File: src/rtl/if_id_stage_reg_if.sv
// IF/ID boundary bundle: fetch-side inputs, decode-side registered outputs,
// PC write-enable, FSM status and optional perf counters.
interface if_id_stage_reg_if #(
  parameter int CNT_W = 16
);
  logic [15:0]      pc_plus_two_in;
  logic [15:0]      instr_in;
  logic             instr_valid_in;
  logic             stall_in;
  logic             flush_in;
  logic [15:0]      pc_plus_two_out;
  logic [15:0]      instr_out;
  logic             valid_out;
  logic             pc_en_out;
  logic             halted_out;
  logic             fetch_wait_out;
  logic [CNT_W-1:0] stall_cnt_out;
  logic [CNT_W-1:0] flush_cnt_out;

  modport master (
    output pc_plus_two_in,
    output instr_in,
    output instr_valid_in,
    output stall_in,
    output flush_in,
    input  pc_plus_two_out,
    input  instr_out,
    input  valid_out,
    input  pc_en_out,
    input  halted_out,
    input  fetch_wait_out,
    input  stall_cnt_out,
    input  flush_cnt_out
  );

  modport slave (
    input  pc_plus_two_in,
    input  instr_in,
    input  instr_valid_in,
    input  stall_in,
    input  flush_in,
    output pc_plus_two_out,
    output instr_out,
    output valid_out,
    output pc_en_out,
    output halted_out,
    output fetch_wait_out,
    output stall_cnt_out,
    output flush_cnt_out
  );
endinterface

File: src/rtl/if_id_stage_reg.sv
// IF/ID pipeline register with stall/flush/bubble/halt control and PC enable.
// Define IFID_PERF_CNT_EN to build saturating stall/flush counters.
module if_id_stage_reg #(
  parameter logic [15:0] NOP_INSTR   = 16'h0800,
  parameter logic [4:0]  HALT_OPCODE = 5'b00000,
  parameter int          CNT_W       = 16
) (
  input logic               clk,
  input logic               rst,
  if_id_stage_reg_if.slave  ifid
);

  typedef enum logic [1:0] {
    RUN        = 2'd0,
    FETCH_WAIT = 2'd1,
    HALTED     = 2'd2
  } state_e;

  state_e      state_q, state_d;
  logic [15:0] instr_q, instr_d;
  logic [15:0] pc_q, pc_d;
  logic        valid_q, valid_d;

  logic do_flush;
  logic do_stall;
  logic do_halt;
  logic do_load;
  logic do_bub;
  logic is_halt;

  // Mutually exclusive per-cycle actions in priority order
  assign do_flush = ifid.flush_in;
  assign do_stall = ~ifid.flush_in & ifid.stall_in;
  assign do_halt  = ~ifid.flush_in & ~ifid.stall_in
                  & (state_q == HALTED);
  assign do_load  = ~ifid.flush_in & ~ifid.stall_in
                  & (state_q != HALTED) & ifid.instr_valid_in;
  assign do_bub   = ~ifid.flush_in & ~ifid.stall_in
                  & (state_q != HALTED) & ~ifid.instr_valid_in;
  assign is_halt  = ifid.instr_in[15:11] == HALT_OPCODE;

  always_ff @(posedge clk) begin
    if (rst) begin
      state_q <= RUN;
    end else begin
      state_q <= state_d;
    end
  end

  always_comb begin
    state_d = state_q;
    unique case (1'b1)
      do_flush: state_d = RUN;
      do_stall: state_d = state_q;
      do_halt:  state_d = HALTED;
      do_load:  state_d = is_halt ? HALTED : RUN;
      do_bub:   state_d = FETCH_WAIT;
      default:  state_d = state_q;
    endcase
  end

  always_comb begin
    ifid.pc_en_out      = ~rst & (do_flush | do_load);
    ifid.halted_out     = state_q == HALTED;
    ifid.fetch_wait_out = state_q == FETCH_WAIT;
  end

  always_comb begin
    instr_d = instr_q;
    pc_d    = pc_q;
    valid_d = valid_q;
    unique case (1'b1)
      do_flush: begin
        instr_d = NOP_INSTR;
        pc_d    = 16'h0000;
        valid_d = 1'b0;
      end
      do_stall: begin
        instr_d = instr_q;
      end
      do_halt, do_bub: begin
        instr_d = NOP_INSTR;
        valid_d = 1'b0;
      end
      do_load: begin
        instr_d = ifid.instr_in;
        pc_d    = ifid.pc_plus_two_in;
        valid_d = 1'b1;
      end
      default: begin
        instr_d = instr_q;
      end
    endcase
  end

  always_ff @(posedge clk) begin
    if (rst) begin
      instr_q <= NOP_INSTR;
      pc_q    <= 16'h0000;
      valid_q <= 1'b0;
    end else begin
      instr_q <= instr_d;
      pc_q    <= pc_d;
      valid_q <= valid_d;
    end
  end

  assign ifid.instr_out       = instr_q;
  assign ifid.pc_plus_two_out = pc_q;
  assign ifid.valid_out       = valid_q;

`ifdef IFID_PERF_CNT_EN
  logic [CNT_W-1:0] stall_cnt_q, stall_cnt_d;
  logic [CNT_W-1:0] flush_cnt_q, flush_cnt_d;

  // Saturate rather than wrap so long runs stay meaningful
  always_comb begin
    stall_cnt_d = stall_cnt_q;
    flush_cnt_d = flush_cnt_q;
    if (do_stall && stall_cnt_q != {CNT_W{1'b1}}) begin
      stall_cnt_d = stall_cnt_q + 1'b1;
    end
    if (do_flush && flush_cnt_q != {CNT_W{1'b1}}) begin
      flush_cnt_d = flush_cnt_q + 1'b1;
    end
  end

  always_ff @(posedge clk) begin
    if (rst) begin
      stall_cnt_q <= {CNT_W{1'b0}};
      flush_cnt_q <= {CNT_W{1'b0}};
    end else begin
      stall_cnt_q <= stall_cnt_d;
      flush_cnt_q <= flush_cnt_d;
    end
  end

  assign ifid.stall_cnt_out = stall_cnt_q;
  assign ifid.flush_cnt_out = flush_cnt_q;
`else
  assign ifid.stall_cnt_out = {CNT_W{1'b0}};
  assign ifid.flush_cnt_out = {CNT_W{1'b0}};
`endif

endmodule
File: src/flat_wrapper.sv
// flat-port wrapper written by rule: the top's interface ports become plain ports
module if_id_stage_reg_flat 
#(
  parameter logic [15:0] NOP_INSTR   = 16'h0800,
  parameter logic [4:0]  HALT_OPCODE = 5'b00000,
  parameter int          CNT_W       = 16
)
  (clk, rst, ifid_pc_plus_two_in, ifid_instr_in, ifid_instr_valid_in, ifid_stall_in, ifid_flush_in, ifid_pc_plus_two_out, ifid_instr_out, ifid_valid_out, ifid_pc_en_out, ifid_halted_out, ifid_fetch_wait_out, ifid_stall_cnt_out, ifid_flush_cnt_out);
  if_id_stage_reg_if #(.CNT_W(CNT_W)) ifid_i ();
  input logic clk;
  input logic rst;
  input wire logic [$bits(ifid_i.pc_plus_two_in)-1:0] ifid_pc_plus_two_in;
  input wire logic [$bits(ifid_i.instr_in)-1:0] ifid_instr_in;
  input wire logic [$bits(ifid_i.instr_valid_in)-1:0] ifid_instr_valid_in;
  input wire logic [$bits(ifid_i.stall_in)-1:0] ifid_stall_in;
  input wire logic [$bits(ifid_i.flush_in)-1:0] ifid_flush_in;
  output wire logic [$bits(ifid_i.pc_plus_two_out)-1:0] ifid_pc_plus_two_out;
  output wire logic [$bits(ifid_i.instr_out)-1:0] ifid_instr_out;
  output wire logic [$bits(ifid_i.valid_out)-1:0] ifid_valid_out;
  output wire logic [$bits(ifid_i.pc_en_out)-1:0] ifid_pc_en_out;
  output wire logic [$bits(ifid_i.halted_out)-1:0] ifid_halted_out;
  output wire logic [$bits(ifid_i.fetch_wait_out)-1:0] ifid_fetch_wait_out;
  output wire logic [$bits(ifid_i.stall_cnt_out)-1:0] ifid_stall_cnt_out;
  output wire logic [$bits(ifid_i.flush_cnt_out)-1:0] ifid_flush_cnt_out;
  assign ifid_i.pc_plus_two_in = ifid_pc_plus_two_in;
  assign ifid_i.instr_in = ifid_instr_in;
  assign ifid_i.instr_valid_in = ifid_instr_valid_in;
  assign ifid_i.stall_in = ifid_stall_in;
  assign ifid_i.flush_in = ifid_flush_in;
  assign ifid_pc_plus_two_out = ifid_i.pc_plus_two_out;
  assign ifid_instr_out = ifid_i.instr_out;
  assign ifid_valid_out = ifid_i.valid_out;
  assign ifid_pc_en_out = ifid_i.pc_en_out;
  assign ifid_halted_out = ifid_i.halted_out;
  assign ifid_fetch_wait_out = ifid_i.fetch_wait_out;
  assign ifid_stall_cnt_out = ifid_i.stall_cnt_out;
  assign ifid_flush_cnt_out = ifid_i.flush_cnt_out;
  if_id_stage_reg #(.NOP_INSTR(NOP_INSTR), .HALT_OPCODE(HALT_OPCODE), .CNT_W(CNT_W)) u_core (.clk(clk), .rst(rst), .ifid(ifid_i));
endmodule
File: config.mk
export PLATFORM = sky130hd
export DESIGN_NAME = if_id_stage_reg_flat
export DESIGN_NICKNAME = d
export VERILOG_FILES = /design/src/rtl/if_id_stage_reg_if.sv /design/src/rtl/if_id_stage_reg.sv /design/src/flat_wrapper.sv
export SDC_FILE = /design/constraint.sdc
export NUM_CORES = 1
export LEC_CHECK = 0
export CAP_MARGIN = 30
export CORE_ASPECT_RATIO = 0.5
export CORE_MARGIN = 2
export CORE_UTILIZATION = 38
export DETAILED_ROUTE_END_ITERATION = 12
export GPL_TIMING_DRIVEN = 1
export PLACE_DENSITY = 0.89
export REMOVE_ABC_BUFFERS = 1
export SLEW_MARGIN = 25
export SYNTH_ARGS = -nofsm -noshare
export SYNTH_HDL_FRONTEND = slang
export SYNTH_SLANG_ARGS = --single-unit
File: constraint.sdc
create_clock -name clk -period 3.11 [get_ports clk]
set_input_delay 0.622 -clock clk [delete_from_list [all_inputs] [get_ports clk]]
set_output_delay 0.622 -clock clk [all_outputs]
set_load 0.005 [all_outputs]
==> results of run 1 <==
## synth_stat cells
| cell type | n | area share, % |
|---|---|---|
| sky130_fd_sc_hd__nor3_1 | 1 | 0.32 |
| sky130_fd_sc_hd__inv_2 | 1 | 0.24 |
| sky130_fd_sc_hd__a22o_1 | 3 | 1.7 |
| sky130_fd_sc_hd__dfxtp_1 | 35 | 45 |
| sky130_fd_sc_hd__buf_2 | 3 | 0.97 |
| sky130_fd_sc_hd__and2b_2 | 1 | 0.57 |
| sky130_fd_sc_hd__inv_1 | 2 | 0.49 |
| sky130_fd_sc_hd__nor3_4 | 1 | 1.1 |
| sky130_fd_sc_hd__nor2_1 | 8 | 1.9 |
| sky130_fd_sc_hd__buf_4 | 33 | 16 |
| sky130_fd_sc_hd__nand2b_1 | 1 | 0.40 |
| sky130_fd_sc_hd__a22o_2 | 10 | 6.5 |
| sky130_fd_sc_hd__or2_0 | 1 | 0.40 |
| sky130_fd_sc_hd__nor4_1 | 1 | 0.40 |
| sky130_fd_sc_hd__buf_6 | 2 | 1.5 |
| sky130_fd_sc_hd__conb_1 | 1 | 0.24 |
| sky130_fd_sc_hd__and2_2 | 1 | 0.49 |
| sky130_fd_sc_hd__nand2b_2 | 1 | 0.57 |
| sky130_fd_sc_hd__a32oi_1 | 2 | 1.1 |
| sky130_fd_sc_hd__o21ai_0 | 17 | 5.5 |
| sky130_fd_sc_hd__a22oi_1 | 1 | 0.49 |
| sky130_fd_sc_hd__clkbuf_1 | 5 | 1.2 |
| sky130_fd_sc_hd__o211a_1 | 1 | 0.65 |
| sky130_fd_sc_hd__clkbuf_2 | 1 | 0.32 |
| sky130_fd_sc_hd__a21oi_1 | 19 | 6.1 |
| sky130_fd_sc_hd__nand3_1 | 17 | 5.5 |
## per-layer routing
| layer | GRT usage, % | share of wire, % | up-vias |
|---|---|---|---|
| li1 | - | - | 661 |
| met1 | 17.47 | 37 | 643 |
| met2 | 30.48 | 55 | 68 |
| met3 | 4.791 | 5.7 | 12 |
| met4 | 8.454 | 2.7 | 0 |
| met5 | 0 | 0 | - |
## state kept, by name, summed over array words and instances, names as in the netlist
signal / flops
u_core.ifid.instr_out: 16
u_core.ifid.pc_plus_two_out: 16
u_core.state_q: 2
u_core.ifid.valid_out: 1
## worst reg2reg max path, stage by stage (launching register included)
cell and delay (ps):
sky130_fd_sc_hd__dfxtp_1 350, sky130_fd_sc_hd__nand2b_2 390, sky130_fd_sc_hd__inv_2 240, sky130_fd_sc_hd__nor3_4 510
sky130_fd_sc_hd__a22o_2 230
## stage by stage
stage	setup WS (ps)	hold slack, ps
after CTS	402.4	457.9
after global placement	428.0	434.3
after global routing	295.0	488.3
after detailed placement	402.8	446.4
after floorplan	1289	442.1
final	390.6	455.4
## final cells by class
type | instances | share of cell area (%)
flip-flops and latches | 35 | 31.20
clock buffers | 7 | 3.398
well taps | 54 | 3.008
clock inverters | 1 | 0.2228
inverters | 3 | 0.5014
repair buffers | 75 | 33.09
multi-input cells | 118 | 28.58
## path summary, 6_finish.rpt
check	from	end	slack [ps]	cells after the start
max	ifid_stall_in	ifid_pc_en_out	390	5
min reg2reg	u_core.ifid.instr_out[11]$_SDFFE_PP1P_	u_core.ifid.instr_out[11]$_SDFFE_PP1P_	460	2
max reg2reg	u_core.state_q[0]$_SDFFE_PP0P_	u_core.ifid.instr_out[0]$_SDFFE_PP0P_	1330	4
min	u_core.ifid.instr_out[11]$_SDFFE_PP1P_	u_core.ifid.instr_out[11]$_SDFFE_PP1P_	460	2
## report_power, final
group	internal, uW	switching, uW
clock	157	152
sequential	458	4.93
combinational	70.9	48.2
total	686	206
## kinds of logic (layout without fill, tap and decap cells)
kind of cell / Yosys count / in the layout
compound gates: 53 / 53
buf+inv: 47 / 86
flops: 35 / 35
simple gates: 33 / 33
other cells: 1 / 32
==> results.txt, run 1 <==
- Worst path buffer plus inverter count: 2
- Adder-cell share of the synthesized area: 0%
* Post-synthesis instance area: 1546 um2
- Measured along the x axis, the die boundary spans 94.22 um.
* Number of clock sinks: 35
- The completed layout was analyzed and its total power is 891.3 uW.
- Inserted Diodes: 0
- Antenna violations before repair: 0
- Placed inst area: 2165 um2
- Nature of the critical path endpoint: output pin
- Cell at the slowest stage of the critical path: sky130_fd_sc_hd__clkdlybuf4s50_1
- Using the TritonRoute via totals, the vias-per-cell ratio works out to 4.724.
- In this run the deepest clock path goes through 2 buffers.
- The final-report max-slew violation count came to 0.
- The count of buffers added on input and output ports is 72.
- Traced cell by cell, the critical path runs through clkdlybuf4s50_1, and2b_2, a21oi_1, nor2_1, clkdlybuf4s50_1.
- The worst setup path is launched from an input pin.
* Aggregate routed wire length: 3836 um
- Setup repair after global routing left no endpoint under its margin.
- Entering global routing, the biggest net connects 22 pins.
- Buffers inserted during post-CTS setup optimization: 0
* Slew HR: 66.13%
- Final design area excluding fillers: 2246 um2
* Vias in the first global route: 1324
- H-tree levels: 2
- The synthesized design contains 35 register bits.
- Pre-antenna DRT Iters: 4
- On the critical path the largest part of the delay comes from buffers and inverters.
- After Yosys synthesis, XOR and XNOR cells account for 0% of the synthesized area.
- Clk pin slew, worst setup/hold paths: 60 ps
- Most used cell along the critical path: sky130_fd_sc_hd__clkdlybuf4s50_1
- Leading cell types in the layout, fill and taps excluded: sky130_fd_sc_hd__clkdlybuf4s50_1 (72), sky130_fd_sc_hd__dfxtp_1 (35), sky130_fd_sc_hd__conb_1 (32), sky130_fd_sc_hd__a21oi_1 (19)
- Number of top-level pins: 105
- Share of synthesized cell area in and, or, nand and nor gates: 11.65%
* Root buffer cell: sky130_fd_sc_hd__clkbuf_8
* Full die area: 4627 um2
- The flow ran to the end, and the final reports show no timing, DRC or antenna violations.
- Number of unique standard cell types used by synthesis: 26
- Residual DRC: 0
- Relative to the synthesized area, the layout overhead comes to 45.23%.
* Standby leakage power: 0.0008673 uW
- Setup violations remaining at the end of the flow were counted as 0.
- Number of synthesis warnings: 0
- Arr. time, crit path: 2100 ps
- Area of the multi-input gates: 641.9 um2
- The initialized floorplan defines 16 standard-cell rows.
- In this run the remaining antenna-violating nets after routing total 0.
- Core region area: 3904 um2
* Register cell area after layout: 700.7 um2
- Final number of hold-violating endpoints: 0
- Counting every instance in the synthesized netlist gives 169.
- Power density over the cells: 396.9 nW/um2
- Fraction of the mapped netlist area in compound gates: 22.09%
- CTS tree: yes
- In this design, the stage delay of the slowest critical-path cell is 590 ps.
* Num CTS Buffers: 5
* Setup Crit Path Kind: input pin to output pin
* Via Count: 1384
- Initial standard-cell utilization of the core: 39.62%
- For the final routed database, the setup TNS stands at 0 ps.
* CTS Hold Buffers Added: 0
* Leading cell type in the layout, fill and taps excluded: sky130_fd_sc_hd__clkdlybuf4s50_1
- Measured against the total synthesized area, the mux share comes to 0%.
- Number of cells upsized or downsized after cts: 0
- The first global-routing pass estimated 6023 um of wire.
- Excluding fillers, the count of instances in the completed layout stands at 293.
* Time the final worst path needs with I/O delays and setup: 2719 ps
- In the final routed layout, each cell accounts on average for 13.09 um.
* Net count, final: 275
- Sequential cell area fraction in the yosys report: 45.31%
* Global placer's final weighted congestion: 0.7605
- Max FO, Critical Path: 8
- In the final layout, the share of cells above drive strength 1 is 10.04%.
* Max Clock Freq: 367.7 MHz
- Total track usage: 16.65%
* Peak supply drop: 0.0001815 V
* Class of the tightest hold or removal check: flip-flop to flip-flop
* Layout Skew: 5.420 ps
* Number of filler instances in the final layout: 334
- In this run, the number of DRC markers left after iteration 0 of detailed routing was 80.
* Number of violations of the max-capacitance limit: 0
- Cells fill 57.53% of the core in the end.
* Dominant combinational cell family by area after synthesis: compound AO/OA/AOI/OAI gates
- The floorplan step set the die height to 49.11 um.
- Cells after DPL: 285
* Mean area per synthesized cell: 9.151 um2
* Final period utilization: 87.44%
* WP data required: 2490 ps
- Actual slew at the worst max-slew pin: 506.3 ps
* Clock insertion delay at the later pin of the skew report: 280 ps
- Summed over all nets, the half-perimeter wirelength after detailed placement is 2903 um.
- Total overflow reported by the global router: 0
(Power assumes the default switching activity.)
==> run 2, diff against run 1 <==
--- a/config.mk
+++ b/config.mk
@@ -5,7 +5,6 @@
 export SDC_FILE = /design/constraint.sdc
 export NUM_CORES = 1
 export LEC_CHECK = 0
-export CAP_MARGIN = 30
 export CORE_ASPECT_RATIO = 0.5
 export CORE_MARGIN = 2
 export CORE_UTILIZATION = 38
==> results of run 2 <==
Final layout, timing and power as in run 1 (identical DEF).
